===== src/rtl/dec_pkg.sv =====
// Shared decoder constants: 4-PAM constellation points and default distance word format.
// Used by dx_min_sel and dx_cal so both agree on the index-to-point mapping.
package dec_pkg;

  localparam int DEC_N  = 16;
  localparam int DEC_Q  = 8;
  localparam int PT_NUM = 4;
  localparam int PT_VAL [PT_NUM] = '{-3, -1, 1, 3};

  function automatic int point_of(input logic [1:0] idx);
    return PT_VAL[idx];
  endfunction

endpackage


===== src/rtl/dx_min2.sv =====
// Combinational two-way compare-select on squared distances.
// Negative words (multiplier wrap) are forced to the largest positive value; 'a' wins ties.
module dx_min2
  import dec_pkg::*;
#(
  parameter int N = DEC_N
) (
  input  logic [N-1:0] a,
  input  logic [1:0]   a_idx,
  input  logic [N-1:0] b,
  input  logic [1:0]   b_idx,
  output logic [N-1:0] min_val,
  output logic [1:0]   min_idx
);

  localparam logic [N-1:0] POS_MAX = {1'b0, {(N-1){1'b1}}};

  logic [N-1:0] a_san_s;
  logic [N-1:0] b_san_s;

  // Sanitise both operands, then keep the strictly smaller one
  always_comb begin
    a_san_s = a[N-1] ? POS_MAX : a;
    b_san_s = b[N-1] ? POS_MAX : b;
    if (b_san_s < a_san_s) begin
      min_val = b_san_s;
      min_idx = b_idx;
    end else begin
      min_val = a_san_s;
      min_idx = a_idx;
    end
  end

endmodule


===== src/rtl/dx_min_sel.sv =====
// Two-stage minimum-distance symbol selector with per-frame saturating metric sum.
// S1 holds the pairwise minima, S2 holds the decision presented to the consumer.
module dx_min_sel
  import dec_pkg::*;
#(
  parameter int N         = DEC_N,
  parameter int Q         = DEC_Q,
  parameter int FRAME_LEN = 4,
  parameter int ACC_W     = N + 8
) (
  input  logic                clk,
  input  logic                rst,
  input  logic                in_valid,
  output logic                in_ready,
  input  logic signed [N-1:0] d0,
  input  logic signed [N-1:0] d1,
  input  logic signed [N-1:0] d2,
  input  logic signed [N-1:0] d3,
  output logic                out_valid,
  input  logic                out_ready,
  output logic [1:0]          sym_idx,
  output logic [N-1:0]        sym_val,
  output logic [N-1:0]        sym_metric,
  output logic                frame_done,
  output logic [ACC_W-1:0]    frame_metric
);

  localparam int               CNT_W    = (FRAME_LEN > 1) ? $clog2(FRAME_LEN) : 1;
  localparam logic [CNT_W-1:0] CNT_LAST = CNT_W'(FRAME_LEN - 1);
  localparam logic [ACC_W-1:0] ACC_MAX  = {ACC_W{1'b1}};

  logic             s1_full_r;
  logic             s2_full_r;
  logic [N-1:0]     s1_val01_r, s1_val23_r;
  logic [1:0]       s1_idx01_r, s1_idx23_r;
  logic [CNT_W-1:0] cnt_r;
  logic [ACC_W-1:0] acc_r;

  logic             s2_advance_s;
  logic             in_fire_s;
  logic [N-1:0]     m01_val_s, m23_val_s, fin_val_s;
  logic [1:0]       m01_idx_s, m23_idx_s, fin_idx_s;
  logic [ACC_W:0]   sum_s;
  logic [ACC_W-1:0] fm_next_s;
  logic             fd_next_s;
  logic [N-1:0]     val_next_s;

  assign s2_advance_s = !s2_full_r || out_ready;
  assign in_ready     = !s1_full_r || s2_advance_s;
  assign in_fire_s    = in_valid && in_ready;
  assign out_valid    = s2_full_r;

  dx_min2 #(.N(N)) u_min01 (
    .a(d0), .a_idx(2'd0), .b(d1), .b_idx(2'd1),
    .min_val(m01_val_s), .min_idx(m01_idx_s)
  );

  dx_min2 #(.N(N)) u_min23 (
    .a(d2), .a_idx(2'd2), .b(d3), .b_idx(2'd3),
    .min_val(m23_val_s), .min_idx(m23_idx_s)
  );

  // Lower pair goes on 'a' so an exact tie across pairs keeps the lower index
  dx_min2 #(.N(N)) u_min_fin (
    .a(s1_val01_r), .a_idx(s1_idx01_r), .b(s1_val23_r), .b_idx(s1_idx23_r),
    .min_val(fin_val_s), .min_idx(fin_idx_s)
  );

  // Decision fields and frame bookkeeping for the symbol about to enter S2
  always_comb begin
    sum_s      = {1'b0, acc_r} + (ACC_W+1)'(fin_val_s);
    fm_next_s  = sum_s[ACC_W] ? ACC_MAX : sum_s[ACC_W-1:0];
    fd_next_s  = (cnt_r == CNT_LAST);
    val_next_s = N'(point_of(fin_idx_s) <<< Q);
  end

  // Stage 1: capture the pairwise minima on an input transfer
  always_ff @(posedge clk) begin
    if (rst) begin
      s1_full_r  <= 1'b0;
      s1_val01_r <= {N{1'b0}};
      s1_val23_r <= {N{1'b0}};
      s1_idx01_r <= 2'd0;
      s1_idx23_r <= 2'd0;
    end else if (in_fire_s) begin
      s1_full_r  <= 1'b1;
      s1_val01_r <= m01_val_s;
      s1_val23_r <= m23_val_s;
      s1_idx01_r <= m01_idx_s;
      s1_idx23_r <= m23_idx_s;
    end else if (s2_advance_s) begin
      s1_full_r  <= 1'b0;
    end else begin
      s1_full_r  <= s1_full_r;
    end
  end

  // Stage 2: final decision, frame position and running metric
  always_ff @(posedge clk) begin
    if (rst) begin
      s2_full_r    <= 1'b0;
      sym_idx      <= 2'd0;
      sym_val      <= {N{1'b0}};
      sym_metric   <= {N{1'b0}};
      frame_done   <= 1'b0;
      frame_metric <= {ACC_W{1'b0}};
      cnt_r        <= {CNT_W{1'b0}};
      acc_r        <= {ACC_W{1'b0}};
    end else if (s2_advance_s) begin
      s2_full_r <= s1_full_r;
      if (s1_full_r) begin
        sym_idx      <= fin_idx_s;
        sym_val      <= val_next_s;
        sym_metric   <= fin_val_s;
        frame_done   <= fd_next_s;
        frame_metric <= fm_next_s;
        // The frame-closing symbol can only leave S2 before the next one loads,
        // so clearing here starts the following frame from zero
        cnt_r        <= fd_next_s ? {CNT_W{1'b0}} : cnt_r + CNT_W'(1);
        acc_r        <= fd_next_s ? {ACC_W{1'b0}} : fm_next_s;
      end else begin
        frame_done   <= 1'b0;
      end
    end else begin
      s2_full_r <= s2_full_r;
    end
  end

endmodule


===== config.mk =====
export PLATFORM = sky130hd
export DESIGN_NAME = dx_min_sel
export DESIGN_NICKNAME = d
export VERILOG_FILES = /design/src/rtl/dec_pkg.sv /design/src/rtl/dx_min2.sv /design/src/rtl/dx_min_sel.sv
export SDC_FILE = /design/constraint.sdc
export NUM_CORES = 1
export LEC_CHECK = 0
export ABC_AREA = 1
export CORE_MARGIN = 2
export CORE_UTILIZATION = 54
export CTS_BUF_LIST = sky130_fd_sc_hd__clkbuf_16
export DETAILED_ROUTE_END_ITERATION = 12
export GPL_TIMING_DRIVEN = 0
export PLACE_DENSITY = 0.79
export SYNTH_ARGS = -nofsm -noshare
export SYNTH_HDL_FRONTEND = slang
export SYNTH_SLANG_ARGS = --single-unit

===== constraint.sdc =====
create_clock -name clk -period 4.3 [get_ports clk]
set_input_delay 0.86 -clock clk [delete_from_list [all_inputs] [get_ports clk]]
set_output_delay 0.86 -clock clk [all_outputs]
set_load 0.1 [all_outputs]

==> summary.md, run 1 <==
| Metric | Value |
|---|---|
| First-pass GRT wire length | `32.8 mm` |
| Combinational family with the most area after synthesis | `simple AND/OR/NAND/NOR gates` |
| Core Region | `0.0133 mm^2` |
| Setup crit end kind | `flip-flop` |
| Post-Route Skew | `0.00821 ns` |
| Routed met2 length | `9.31 mm` |
| Worst vdd ir | `0.212 mV` |
| Non-Filler Instances | `1491` |
| Wire length per cell | `13.3 um` |
| DR WL met3 | `1.06 mm` |
| Ant. Diodes | `0` |
| Gate power share | `0.372` |
| Post-synth EDFFs | `0` |
| Seq/Total Area, Yosys | `0.285` |
| Commonest non-fill, non-tap cells in the layout | `287 x nand2_1, 170 x nor2_1, 118 x inv_1, 118 x clkdlybuf4s50_1, 107 x nand3_1` |
| Gr usage total | `0.277` |
| Die footprint | `0.0146 mm^2` |
| Longest Clk Path Bufs | `2` |
| Slew Viols, Final | `0` |
| Vias in the first global route | `7005` |
| Worst EP required | `4.58 ns` |
| Area grow syn2layout | `23.5%` |
| DPL Wire Length | `16.0 mm` |
| Die H | `121 um` |
| Pint | `1.88 mW` |
| Largest net degree at the start of global routing | `19` |
| CTS tree | `built` |
| Post-Synth Simple-Gate Area | `0.369` |
| Post-CTS Hold Fix Bufs | `0` |
| WS Path Type | `flip-flop to flip-flop` |
| GPL Wtd Cong | `0.927` |
| Post-CTS setup buffer count | `0` |
| Reg power frac | `0.356` |
| Metal1 wirelength | `9.06 mm` |
| Post-synthesis compound-gate area fraction | `0.122` |
| Mux share of post-synthesis cell area | `0` |
| Final min period | `3.90 ns` |
| Rows | `42` |
| Crit-path max FO | `10` |
| Layout cells sized above 1 | `0.0867` |
| Rel. slew slack | `0.301` |
| Residual DRC | `0` |
| Fmax | `256 MHz` |
| CTS Buf Count | `9` |
| Synth Area in Adders | `0.101` |
| Max Used Layer | `met4` |
| # placed instances | `1475` |
| Slew @ Worst Pin | `1.05 ns` |
| Total number of vias | `7716` |
| Nets | `1437` |
| Sw Share | `0.390` |
| Antenna violations before repair | `0` |
| Setup TNS | `0 ns` |
| XOR/XNOR Fraction of Synth Area | `0.0119` |
| Starting Density | `0.554` |
| Pwr per Cell Area | `338 mW/mm^2` |
| WL final | `19.8 mm` |
| 1st-pass router iterations | `7` |
| Max-capacitance violation count | `0` |
| Yosys reg bits | `105` |
| Critical path arrival | `4.18 ns` |
| Clock sinks | `105` |
| Psw | `1.20 mW` |
| Leak | `4.34 nW` |
| YS warnings | `0` |
| Prevailing post-synth register cell | `dfxtp_1` |
| DRT iter0 DRCs | `650` |
| Hold Crit Class | `flip-flop to flip-flop` |
| Clock Latency Late Sink | `0.36 ns` |
| GRT overflow | `0` |
| Clock slew at reported path FFs | `0.07 ns` |
| Antenna viol nets, final | `0` |
| PostCTS Resize Cnt | `0` |
| Final core area utilization | `0.684` |
| Clk pwr share | `0.273` |
| Status | `finished, final reports clean` |
| Synth Cell Area | `0.00736 mm^2` |
| Width of the die | `121 um` |
| Async SR Flop Fraction | `0` |
| Final setup violation count | `0` |
| RSZ-0062 raised after global routing | `no` |
| Commonest non-fill, non-tap cell in the layout | `nand2_1` |
| Avg Synthesized Cell Area | `6.28 um^2` |
| Root Buffer | `clkbuf_16` |
| Element type at the critical path start | `flip-flop` |
| # fillers | `1232` |
| IO buf count | `118` |
| Final Cycle Share | `0.907` |
| Cells after Synth | `1173` |
| Synth unique cells | `36` |
| Fin. Hold Viols | `0` |
| IO Pins | `129` |
| Via density | `5.18` |
| Htree depth | `3` |
[area by class of cell]
type                            count  area (um^2)  area share
Buffer                             68          349      0.0384
Clock buffer                        9          225      0.0248
Clock inverter                      7         76.3     0.00839
Inverter                          123          462      0.0507
Multi-Input combinational cell    885         4480       0.493
Sequential cell                   105         2100       0.231
Tap cell                          176          220      0.0242
Timing Repair Buffer              118         1180       0.130
[synth_stat cells, types with 5 or more instances]
| cell | n | area [um^2] |
|---|---|---|
| nand2_1 | 287 | 1080 |
| nor2_1 | 170 | 638 |
| inv_1 | 118 | 443 |
| nand3_1 | 107 | 536 |
| a21oi_1 | 105 | 526 |
| dfxtp_1 | 105 | 2100 |
| ha_1 | 58 | 726 |
| o21ai_0 | 53 | 265 |
| or2_2 | 30 | 188 |
| clkbuf_1 | 25 | 93.8 |
| buf_2 | 21 | 105 |
| nand2_2 | 17 | 106 |
| buf_4 | 16 | 120 |
| nand4_1 | 8 | 50.1 |
| o21ai_1 | 7 | 35.0 |
| xnor2_1 | 7 | 61.3 |
| buf_1 | 5 | 18.8 |
[logic make-up after synthesis]
family / count (synthesis)
and+or+nand+nor: 633
buffers and inverters: 191
AOI/OAI and AO/OA: 174
DFF: 105
adders and majority gates: 59
xor gates and xnor gates: 10
other: 1
[critical path: stages (launching register included)]
cell	delay (ns)
dfxtp_1	0.40
inv_1	0.06
ha_1	0.29
nand2_1	0.05
o21ai_0	0.21
nand2_1	0.07
nand2_1	0.11
nand2_2	0.14
nand2_2	0.19
buf_4	0.21
nand2_1	0.06
nand2_1	0.15
ha_1	0.25
inv_1	0.07
fa_1	0.40
o21ai_1	0.16
nand3_1	0.10
nand2_2	0.11
nand2_2	0.07
nand2_4	0.09
nand2_4	0.11
buf_6	0.19
nand2_2	0.12
nand3_1	0.08
a21oi_1	0.13
[final timing paths]
kind	start	endpoint	slack, ns	depth (start not counted)
worst max-delay path	s1_val01_r[3]	acc_r[9]	0.40	24
worst max register to register	s1_val01_r[3]	acc_r[9]	0.40	24
worst min-delay path	frame_metric[11]	frame_metric[11]	0.46	2
worst min register to register	frame_metric[11]	frame_metric[11]	0.46	2
[state kept, by name, summed over array words and instances, names as in the netlist]
register and flops:
out_valid 1, acc_r 24, s1_idx01_r 1, s1_full_r 1, frame_metric 24, frame_done 1, sym_idx 2, cnt_r 2
s1_val23_r 15, s1_val01_r 15, s1_idx23_r 2, sym_val 2, sym_metric 15
[power by group through the flow]
| stage | clock network, mW | logic [mW] | registers, mW |
|---|---|---|---|
| 2_1_floorplan | 0 | 0.660 | 1.29 |
| 3_3_place_gp | 0 | 1.12 | 1.11 |
| 3_5_place_dp | 0 | 1.13 | 1.12 |
| 4_1_cts | 0.842 | 1.14 | 1.09 |
| 5_1_grt | 0.884 | 1.26 | 1.10 |
| 6_report | 0.840 | 1.14 | 1.09 |
[per-layer routing]
layer | GRT usage | up-vias
li1 | - | 4008
met1 | 0.362 | 3455
met2 | 0.480 | 221
met3 | 0.0458 | 32
met4 | 0.0625 | 0
met5 | 0 | -
[metrics by stage]
stage	setup slack, ns	instance area, um^2	power, mW	hold slack, ns
detailed placement	0.445	8800	2.25	0.454
floorplan	1.21	7390	1.95	0.436
CTS	0.425	9100	3.07	0.465
global placement	0.496	8800	2.23	0.452
finish	0.400	9100	3.08	0.464
global route	0.208	9100	3.24	0.483
Power figures use the tool's default switching activity.
==> inputs of run 2 (changes only) <==
Settings changed: CTS_CLUSTER_DIAMETER set to 40.
==> results of run 2 <==
No change in the layout: final DEF, timing and power equal those of run 1.
==> inputs of run 3 (changes only) <==
Settings changed: CTS_CLUSTER_DIAMETER 40 to 150.
==> results of run 3 <==
No change in the layout: final DEF, timing and power equal those of run 1.
